## config.mk

```make
export PLATFORM = sky130hd
export DESIGN_NAME = red_pitaya_iq_modulator_ramp_block_flat
export DESIGN_NICKNAME = d
export VERILOG_FILES = /design/src/rtl/red_pitaya_iq_modulator_ramp_block_if.sv /design/src/rtl/red_pitaya_iq_modulator_ramp_block.sv /design/src/flat_wrapper.sv
export SDC_FILE = /design/constraint.sdc
export NUM_CORES = 2
export LEC_CHECK = 0
export BUFFER_PORTS_ARGS = -buffer_cell sky130_fd_sc_hd__buf_4
export CORE_ASPECT_RATIO = 0.7
export CORE_MARGIN = 3
export CORE_UTILIZATION = 30
export DETAILED_ROUTE_END_ITERATION = 6
export PLACE_DENSITY = 0.48
export SKIP_CTS_REPAIR_TIMING = 1
export SLEW_MARGIN = 0
export SYNTH_ARGS = -nofsm -noshare
export SYNTH_HDL_FRONTEND = slang
export SYNTH_SLANG_ARGS = --single-unit
export TNS_END_PERCENT = 1
```

## constraint.sdc

```tcl
create_clock -name clk_i -period 10.05 [get_ports clk_i]
set_input_delay 0.5025 -clock clk_i [delete_from_list [all_inputs] [get_ports clk_i]]
set_output_delay 0.5025 -clock clk_i [all_outputs]
set_load 0.1 [all_outputs]
```

## src/rtl/red_pitaya_iq_modulator_ramp_block_if.sv

```systemverilog
// Gain-control bus for the IQ modulator: target gains, load/ramp controls and status.
interface red_pitaya_iq_modulator_ramp_block_if #(
    parameter int GAINBITS = 16
);
    logic signed [GAINBITS-1:0] g1_i;
    logic signed [GAINBITS-1:0] g2_i;
    logic signed [GAINBITS-1:0] g3_i;
    logic signed [GAINBITS-1:0] g4_i;
    logic                       gain_load_i;
    logic        [GAINBITS-2:0] ramp_step_i;
    logic                       clear_ovf_i;
    logic                       ramp_busy_o;
    logic        [2:0]          ovf_o;

    modport master (
        output g1_i, g2_i, g3_i, g4_i, gain_load_i, ramp_step_i, clear_ovf_i,
        input  ramp_busy_o, ovf_o
    );

    modport slave (
        input  g1_i, g2_i, g3_i, g4_i, gain_load_i, ramp_step_i, clear_ovf_i,
        output ramp_busy_o, ovf_o
    );
endinterface

```

## src/rtl/red_pitaya_iq_modulator_ramp_block.sv

```systemverilog
// IQ modulator with ramped gain updates: I/Q scaling, LO mixing, saturation and
// sticky overflow reporting in a three-stage pipeline.
module red_pitaya_iq_modulator_ramp_block #(
    parameter int INBITS    = 18,
    parameter int OUTBITS   = 14,
    parameter int SINBITS   = 14,
    parameter int GAINBITS  = 16,
    parameter int SHIFTBITS = 0
) (
    input  logic                      clk_i,
    input  logic                      rst_i,
    input  logic signed [SINBITS-1:0] sin,
    input  logic signed [SINBITS-1:0] cos,
    input  logic signed [INBITS-1:0]  signal1_i,
    input  logic signed [INBITS-1:0]  signal2_i,
    output logic signed [OUTBITS-1:0] dat_o,
    output logic signed [OUTBITS-1:0] signal_q1_o,
    output logic signed [OUTBITS-1:0] signal_q2_o,
    red_pitaya_iq_modulator_ramp_block_if.slave ctrl
);
    localparam int PW = GAINBITS + INBITS + 2;
    localparam int SH = GAINBITS + INBITS - OUTBITS - SHIFTBITS;
    localparam int SW = OUTBITS + SINBITS + 1;
    localparam logic signed [PW-1:0] P_MAX = PW'(2**(OUTBITS-1) - 1);
    localparam logic signed [PW-1:0] P_MIN = ~P_MAX;
    localparam logic signed [SW-1:0] S_MAX = SW'(2**(OUTBITS-1) - 1);
    localparam logic signed [SW-1:0] S_MIN = ~S_MAX;

    typedef enum logic {IDLE = 1'b0, RAMP = 1'b1} state_t;

    state_t state_reg, state_next;
    logic   busy_reg;

    // Index order: 0 = I amplitude, 1 = I offset, 2 = quadrature monitor, 3 = Q amplitude
    logic signed [GAINBITS-1:0] g_in       [4];
    logic signed [GAINBITS-1:0] g_act_reg  [4];
    logic signed [GAINBITS-1:0] g_act_next [4];
    logic signed [GAINBITS-1:0] g_tgt_reg  [4];
    logic signed [GAINBITS-1:0] g_tgt_next [4];
    logic signed [GAINBITS-1:0] g_step     [4];
    logic        [3:0]          g_match;
    logic signed [GAINBITS:0]   step_ext;
    logic signed [GAINBITS-1:0] step_g;

    assign g_in[0]  = ctrl.g1_i;
    assign g_in[1]  = ctrl.g2_i;
    assign g_in[2]  = ctrl.g3_i;
    assign g_in[3]  = ctrl.g4_i;
    assign step_ext = signed'({2'b00, ctrl.ramp_step_i});
    assign step_g   = signed'({1'b0, ctrl.ramp_step_i});

    // Each gain steps toward its target; the final step lands exactly on the target.
    generate
        for (genvar gi = 0; gi < 4; gi++) begin : g_ramp
            logic signed [GAINBITS:0] diff;
            assign diff = {g_tgt_reg[gi][GAINBITS-1], g_tgt_reg[gi]}
                        - {g_act_reg[gi][GAINBITS-1], g_act_reg[gi]};
            assign g_step[gi] = (diff > step_ext)  ? g_act_reg[gi] + step_g :
                                (diff < -step_ext) ? g_act_reg[gi] - step_g :
                                                     g_tgt_reg[gi];
            assign g_match[gi] = (g_step[gi] == g_tgt_reg[gi]);
        end
    endgenerate

    always_comb begin
        state_next = state_reg;
        g_act_next = g_act_reg;
        g_tgt_next = g_tgt_reg;
        if (ctrl.gain_load_i) begin
            g_tgt_next = g_in;
            if (ctrl.ramp_step_i == '0) begin
                g_act_next = g_in;
                state_next = IDLE;
            end else begin
                state_next = RAMP;
            end
        end else if (state_reg == RAMP) begin
            g_act_next = g_step;
            if (&g_match) state_next = IDLE;
        end
    end

    always_ff @(posedge clk_i) begin
        if (rst_i) begin
            state_reg <= IDLE;
            busy_reg  <= 1'b0;
            for (int i = 0; i < 4; i++) begin
                g_act_reg[i] <= '0;
                g_tgt_reg[i] <= '0;
            end
        end else begin
            state_reg <= state_next;
            busy_reg  <= (state_next == RAMP);
            g_act_reg <= g_act_next;
            g_tgt_reg <= g_tgt_next;
        end
    end

    // Floor-slice a full-width product to OUTBITS, clamping at the rails.
    function automatic logic signed [OUTBITS-1:0] slice_val(input logic signed [PW-1:0] p);
        logic signed [PW-1:0] sh;
        sh = p >>> SH;
        if (sh > P_MAX)      slice_val = P_MAX[OUTBITS-1:0];
        else if (sh < P_MIN) slice_val = P_MIN[OUTBITS-1:0];
        else                 slice_val = sh[OUTBITS-1:0];
    endfunction

    function automatic logic slice_ovf(input logic signed [PW-1:0] p);
        logic signed [PW-1:0] sh;
        sh = p >>> SH;
        slice_ovf = (sh > P_MAX) || (sh < P_MIN);
    endfunction

    logic signed [PW-1:0] p1_full, p2_full, q1_full, q2_full;
    assign p1_full = PW'(signal1_i) * PW'(g_act_reg[0]) + (PW'(g_act_reg[1]) <<< (INBITS + 1));
    assign p2_full = PW'(signal2_i) * PW'(g_act_reg[3]);
    assign q1_full = PW'(signal1_i) * PW'(g_act_reg[2]);
    assign q2_full = PW'(signal2_i) * PW'(g_act_reg[2]);

    logic signed [OUTBITS-1:0] p1_reg, p2_reg, q1_reg, q2_reg;
    logic signed [OUTBITS-1:0] q1_out_reg, q2_out_reg, dat_reg;
    logic signed [SINBITS-1:0] sin_d, cos_d;
    logic signed [SW-1:0]      s_reg, s_next, s_sh;
    logic signed [OUTBITS-1:0] dat_next;
    logic                      s_hi, s_lo;
    logic        [2:0]         ovf_reg, ovf_next;

    assign s_next   = SW'(p1_reg) * SW'(sin_d) + SW'(p2_reg) * SW'(cos_d);
    assign s_sh     = s_reg >>> SINBITS;
    assign s_hi     = (s_sh > S_MAX);
    assign s_lo     = (s_sh < S_MIN);
    assign dat_next = s_hi ? S_MAX[OUTBITS-1:0] :
                      s_lo ? S_MIN[OUTBITS-1:0] : s_sh[OUTBITS-1:0];

    // A fresh overflow in the clearing cycle keeps its flag set.
    assign ovf_next = (ovf_reg & {3{~ctrl.clear_ovf_i}})
                    | {s_hi | s_lo, slice_ovf(p2_full), slice_ovf(p1_full)};

    always_ff @(posedge clk_i) begin
        if (rst_i) begin
            p1_reg     <= '0;
            p2_reg     <= '0;
            q1_reg     <= '0;
            q2_reg     <= '0;
            q1_out_reg <= '0;
            q2_out_reg <= '0;
            sin_d      <= '0;
            cos_d      <= '0;
            s_reg      <= '0;
            dat_reg    <= '0;
            ovf_reg    <= '0;
        end else begin
            p1_reg     <= slice_val(p1_full);
            p2_reg     <= slice_val(p2_full);
            q1_reg     <= slice_val(q1_full);
            q2_reg     <= slice_val(q2_full);
            q1_out_reg <= q1_reg;
            q2_out_reg <= q2_reg;
            sin_d      <= sin;
            cos_d      <= cos;
            s_reg      <= s_next;
            dat_reg    <= dat_next;
            ovf_reg    <= ovf_next;
        end
    end

    assign dat_o            = dat_reg;
    assign signal_q1_o      = q1_out_reg;
    assign signal_q2_o      = q2_out_reg;
    assign ctrl.ramp_busy_o = busy_reg;
    assign ctrl.ovf_o       = ovf_reg;
endmodule
```

## src/flat_wrapper.sv

```systemverilog
// flat-port wrapper written by rule: the top's interface ports become plain ports
module red_pitaya_iq_modulator_ramp_block_flat 
#(
    parameter int INBITS    = 18,
    parameter int OUTBITS   = 14,
    parameter int SINBITS   = 14,
    parameter int GAINBITS  = 16,
    parameter int SHIFTBITS = 0
)
  (clk_i, rst_i, sin, cos, signal1_i, signal2_i, dat_o, signal_q1_o, signal_q2_o, ctrl_g1_i, ctrl_g2_i, ctrl_g3_i, ctrl_g4_i, ctrl_gain_load_i, ctrl_ramp_step_i, ctrl_clear_ovf_i, ctrl_ramp_busy_o, ctrl_ovf_o);
  red_pitaya_iq_modulator_ramp_block_if #(.GAINBITS(GAINBITS)) ctrl_i ();
  input  logic clk_i;
  input  logic rst_i;
  input  logic signed [SINBITS-1:0] sin;
  input  logic signed [SINBITS-1:0] cos;
  input  logic signed [INBITS-1:0] signal1_i;
  input  logic signed [INBITS-1:0] signal2_i;
  output logic signed [OUTBITS-1:0] dat_o;
  output logic signed [OUTBITS-1:0] signal_q1_o;
  output logic signed [OUTBITS-1:0] signal_q2_o;
  input wire logic [$bits(ctrl_i.g1_i)-1:0] ctrl_g1_i;
  input wire logic [$bits(ctrl_i.g2_i)-1:0] ctrl_g2_i;
  input wire logic [$bits(ctrl_i.g3_i)-1:0] ctrl_g3_i;
  input wire logic [$bits(ctrl_i.g4_i)-1:0] ctrl_g4_i;
  input wire logic [$bits(ctrl_i.gain_load_i)-1:0] ctrl_gain_load_i;
  input wire logic [$bits(ctrl_i.ramp_step_i)-1:0] ctrl_ramp_step_i;
  input wire logic [$bits(ctrl_i.clear_ovf_i)-1:0] ctrl_clear_ovf_i;
  output wire logic [$bits(ctrl_i.ramp_busy_o)-1:0] ctrl_ramp_busy_o;
  output wire logic [$bits(ctrl_i.ovf_o)-1:0] ctrl_ovf_o;
  assign ctrl_i.g1_i = ctrl_g1_i;
  assign ctrl_i.g2_i = ctrl_g2_i;
  assign ctrl_i.g3_i = ctrl_g3_i;
  assign ctrl_i.g4_i = ctrl_g4_i;
  assign ctrl_i.gain_load_i = ctrl_gain_load_i;
  assign ctrl_i.ramp_step_i = ctrl_ramp_step_i;
  assign ctrl_i.clear_ovf_i = ctrl_clear_ovf_i;
  assign ctrl_ramp_busy_o = ctrl_i.ramp_busy_o;
  assign ctrl_ovf_o = ctrl_i.ovf_o;
  red_pitaya_iq_modulator_ramp_block #(.INBITS(INBITS), .OUTBITS(OUTBITS), .SINBITS(SINBITS), .GAINBITS(GAINBITS), .SHIFTBITS(SHIFTBITS)) u_core (.clk_i(clk_i), .rst_i(rst_i), .sin(sin), .cos(cos), .signal1_i(signal1_i), .signal2_i(signal2_i), .dat_o(dat_o), .signal_q1_o(signal_q1_o), .signal_q2_o(signal_q2_o), .ctrl(ctrl_i));
endmodule
```

# --- Word-level counts from Yosys, hierarchy flattened ---
# Index checks and enable logic that the tools add are counted.
classes:
  add_sub_neg: 15
  mul: 6
  magnitude_cmp: 18
  eq_ne: 5
  muxes: 25
  bitwise_logic: 4
  n_reduce_logical: 11
op_table:
  columns: ["cell", "n"]
  rows:
  - ["2-to-1 mux 64 bit", 3]
  - ["multiplier 18 x 16 -> 34 bit", 4]
  - ["2-to-1 mux 16 bit", 8]
  - ["2-to-1 mux 14 bit", 5]
  - ["greater-than comparator 17 x 16 -> 1 bit", 4]
  - ["< comparator 17 bit", 4]
  - ["subtractor 16 x 16 -> 17 bit", 4]
  - ["2-to-1 mux 13 bit", 5]
  - ["adder 16 bit", 4]
  - ["equality test 16 bit", 4]
  - ["subtractor 16 bit", 4]
  - ["multiplier 14 x 14 -> 28 bit", 2]
  - ["greater-than comparator 14 bit, second input constant", 3]
  - ["< comparator 14 bit, second input constant", 3]
  - ["adder 34 x 35 -> 36 bit", 1]
  - ["adder 29 bit", 1]
  - ["negator 15 -> 17 bit", 1]
  - ["greater-than comparator 16 x 14 -> 1 bit, second input constant", 1]
  - ["< comparator 16 x 14 -> 1 bit, second input constant", 1]
  - ["greater-than comparator 15 x 14 -> 1 bit, second input constant", 1]
  - ["zero test 15 bit", 1]
  - ["< comparator 15 x 14 -> 1 bit, second input constant", 1]
  - ["OR reduction 2 bit", 5]
  - ["2-to-1 mux 1 bit", 4]
  - ["other kinds (9)", 10]
word_totals:
  regBits: 287
  inputBits: 147

# --- Depth between registers and ports, before layout ---
depth:
  word_depth: 9
  depth_mapped: 36

# --- Worst setup path before layout ---
# Ideal clock, no wire load.
synth_path:
  path_type: "reg-to-reg"
  start: "register u_core.p2_reg[5]"
  end: "register u_core.s_reg[27]"
  setup_ps: 128
  arrival_ps: 7484
  required_ps: 9922
  slack_ps: 2438
  stages_incl_launch_ff: 33
  n_path_buf: 1
  path_cell_list: "dfxtp_1 -> clkbuf_1 -> and2_1 -> fa_1 -> inv_1 -> fa_1 -> inv_1 -> fa_1 -> inv_1 -> fa_1 -> inv_1 -> fa_1 -> inv_1 -> fa_1 -> inv_1 -> ha_1 -> o41ai_1 -> o2111ai_1 -> a31o_2 -> a21o_1 -> a21oi_1 -> xnor2_1 -> ha_1 -> or2_2 -> a21oi_1 -> a31oi_1 -> a41o_1 -> o41a_1 -> a21oi_1 -> nor2b_1 -> nor2_1 -> xor2_1 -> nor2_1"
synth_via:
  elab_chain_cells: 2
synth_lines:
  columns: ["element", "line_no", "rtl"]
  rows:
  - ["start, declared", "red_pitaya_iq_modulator_ramp_block.sv:120", "logic signed [OUTBITS-1:0] p1_reg, p2_reg, q1_reg, q2_reg;"]
  - ["start signal, assigned", "red_pitaya_iq_modulator_ramp_block.sv:154", "p2_reg <= slice_val(p2_full);"]
  - ["multiplier 14 x 14 -> 28 bit", "red_pitaya_iq_modulator_ramp_block.sv:128", "assign s_next = SW'(p1_reg) * SW'(sin_d) + SW'(p2_reg) * SW'(cos_d);"]
  - ["adder 29 bit", "red_pitaya_iq_modulator_ramp_block.sv:128", null]
  - ["end signal, assigned", "red_pitaya_iq_modulator_ramp_block.sv:161", "s_reg <= s_next;"]
  - ["end, declared", "red_pitaya_iq_modulator_ramp_block.sv:123", "logic signed [SW-1:0] s_reg, s_next, s_sh;"]
# Every way passes these cells.
# A chain may end at the register's enable or synchronous reset.

# --- Worst setup path in the final report ---
layout_path:
  start: "register u_core.p2_reg[7]"
  end: "register u_core.s_reg[27]"
# Same word-level chain as after synthesis.

==> out/results.tsv <==
metric	value	unit
status	completed	
M1 wire length	137	mm
Crit path required time	10550	ps
Core Area	266000	sq um
Detailed Route WL	277	mm
top cells by area, synth	fa_1, ha_1, inv_1	
area of the die	275000	sq um
clock sink count	273	
most common library cells after synthesis	inv_1, fa_1, nand2_1	
max_cap viols	0	
register area	5470	sq um
Routed Antenna Nets	0	
total negative slack	0	ps
Mapped Cells	9229	
first-pass GRT wire length	425	mm
Least-Margin Pin Slew	1270	ps
root buf cell	clkbuf_16	
initial antenna violation count	24	
Synth Area in Compound Gates	9.87	%
Post-synth EDFFs	0	
grt ovf	0	
share of cells above drive strength 1	4.94	%
clock latency at the later pin of the worst-skew pair	640	ps
crit-path max cell delay	780	ps
largest family of logic cells by synthesized area	adder cells	
HP Class	in -> reg	
share of the synthesized area in the top cell type	39.4	%
proportion of synthesized area in mux cells	0.854	%
synthesized cell area	80600	sq um
DR WL/cell	21.9	microns
Mapped Avg Cell Area	8.73	sq um
Crit Path Category	reg -> reg	
Synth Area in Adders	51.8	%
register bit count reported by yosys	273	
Final Skew	38.5	ps
Final period util	83.3	%
GRT Total Usage	20.3	%
ys async rst share	0	%
drt drc	0	
hold slack	92.4	ps
Multi-input gate area	66300	sq um
Max VDD drop	0.451	mV
slowest stage cell, crit path	o41ai_1	
Core Rows	158	
Synth Area in XOR/XNOR	3.60	%
Initial Util	30.3	%
DP HPWL	221	mm
cts bufs inserted	42	
PwrDens	264	nW/um^2
Iter 0 DRT Violations	5183	
Primary FF master, synth	dfxtp_1	
drt pass-1 iters	6	
CTS H-tree depth	2	
most area-hungry cell type in the Yosys netlist	fa_1	
Die W	625	microns
Met3 Wirelength	19.1	mm
kind of start point of the critical path	register	
wire length on met2	115	mm
Via-to-Cell Ratio	4.95	
vias post-DR	62779	
final-report hold violation count	0	
Leakage	0.0431	uW
Final Max Slew Viols	0	
CP arrival	8870	ps
Placer Congestion	0.944	
yosys warns	0	
Nets	11675	
Reg clk slew, reported paths	60	ps
CP Capture Type	register	
top-level I/O count	193	
number of global-route vias before repair	66221	
syn nets	11763	
P&R area growth vs syn	8.12	%
Buffers on Ports	192	
Yosys cell types	99	
largest net degree at the start of global routing	131	
RSZ-0062 raised after global routing	false	
Fmax achieved	120	MHz
Top Layer Used	met4	
CTS tree	done	
Slew HR	14.7	%
most frequent cell after synthesis	inv_1	
worst-path maximum fanout	14	
final setup vio count	0	
Fill cells	27817	
clock buffer depth	3	
Tmin final	8370	ps
die height	440	microns
register area share after synthesis	6.78	%
simple-gate share of the synthesized area	16.0	%
-- cell families after synthesis --
kind of cell               Yosys count
AOI/OAI and AO/OA                 1177
xor gates and xnor gates           331
adders and majority gates         2387
buffers and inverters             2346
DFF                                273
muxes                               68
and+or+nand+nor                   2647
-- stage by stage --
step                      utilization, %  area (sq um)  std cells  setup slack (ps)  total power, uW
after global routing                32.7         87100      12693              1160            25900
after floorplan                        -         80600       9229              2440            16100
after global placement              32.2         85600      12617              1470            21300
after CTS                           32.7         87100      12693              1710            23300
final                               32.7         87100      12695              1680            23000
after detailed placement            32.2         85600      12617              1660            21400
-- report_power, final --
group | internal (uW) | total [uW] | switching [uW]
clock network | 1020 | 1680 | 655
logic | 7960 | 19500 | 11600
registers | 1390 | 1770 | 386
total | 10400 | 23000 | 12600
-- critical path, delay by kind of cell, from the launching register on --
family | cells | cell delay (ps)
buffers and inverters | 6 | 310
XOR/XNOR | 2 | 310
AND/OR/NAND/NOR | 5 | 830
adder cells (fa/ha/maj) | 8 | 3510
AO/OA/AOI/OAI | 10 | 2830
flip-flops | 1 | 470
-- final cells by class --
class,count,area share [%]
Multi-Input combinational cell,6610,76.1
Inverter,1923,8.29
Sequential cell,273,6.28
Tap cell,3520,5.06
Timing Repair Buffer,291,2.54
Clock buffer,54,1.37
Clock inverter,22,0.373
Antenna cell,2,0.00575
-- layer usage --
metal | track usage (%) | vias up
met5 | 0 | -
met3 | 2.93 | 258
met2 | 30.2 | 2004
met1 | 31.1 | 32144
met4 | 3.95 | 0
li1 | - | 28373
-- final timing paths --
| path | from | end | slack, ps | cells past startpoint |
|---|---|---|---|---|
| max | u_core.p2_reg[7]$_SDFF_PP0_ | u_core.s_reg[27]$_SDFF_PP0_ | 1680 | 31 |
| min | sin[9] | u_core.sin_d[9]$_SDFF_PP0_ | 90 | 2 |
| max reg2reg | u_core.p2_reg[7]$_SDFF_PP0_ | u_core.s_reg[27]$_SDFF_PP0_ | 1680 | 31 |
| min reg2reg | u_core.q2_reg[7]$_SDFF_PP0_ | u_core.signal_q2_o[7]$_SDFF_PP0_ | 440 | 1 |
-- cell usage in the layout (no fill, tap or decap), types with 89 or more instances in the layout --
cell type,synthesis,final
a21oi_1,346,344
fa_1,1585,1585
nor2_1,464,464
nor3_1,89,89
inv_1,1918,1917
ha_1,802,802
buf_4,3,288
dfxtp_1,273,269
nand2_1,940,940
o21ai_0,185,185
xnor2_1,244,244
a21o_1,90,90
and2_1,749,748
nor2b_1,115,115
(Power assumes the default switching activity.)
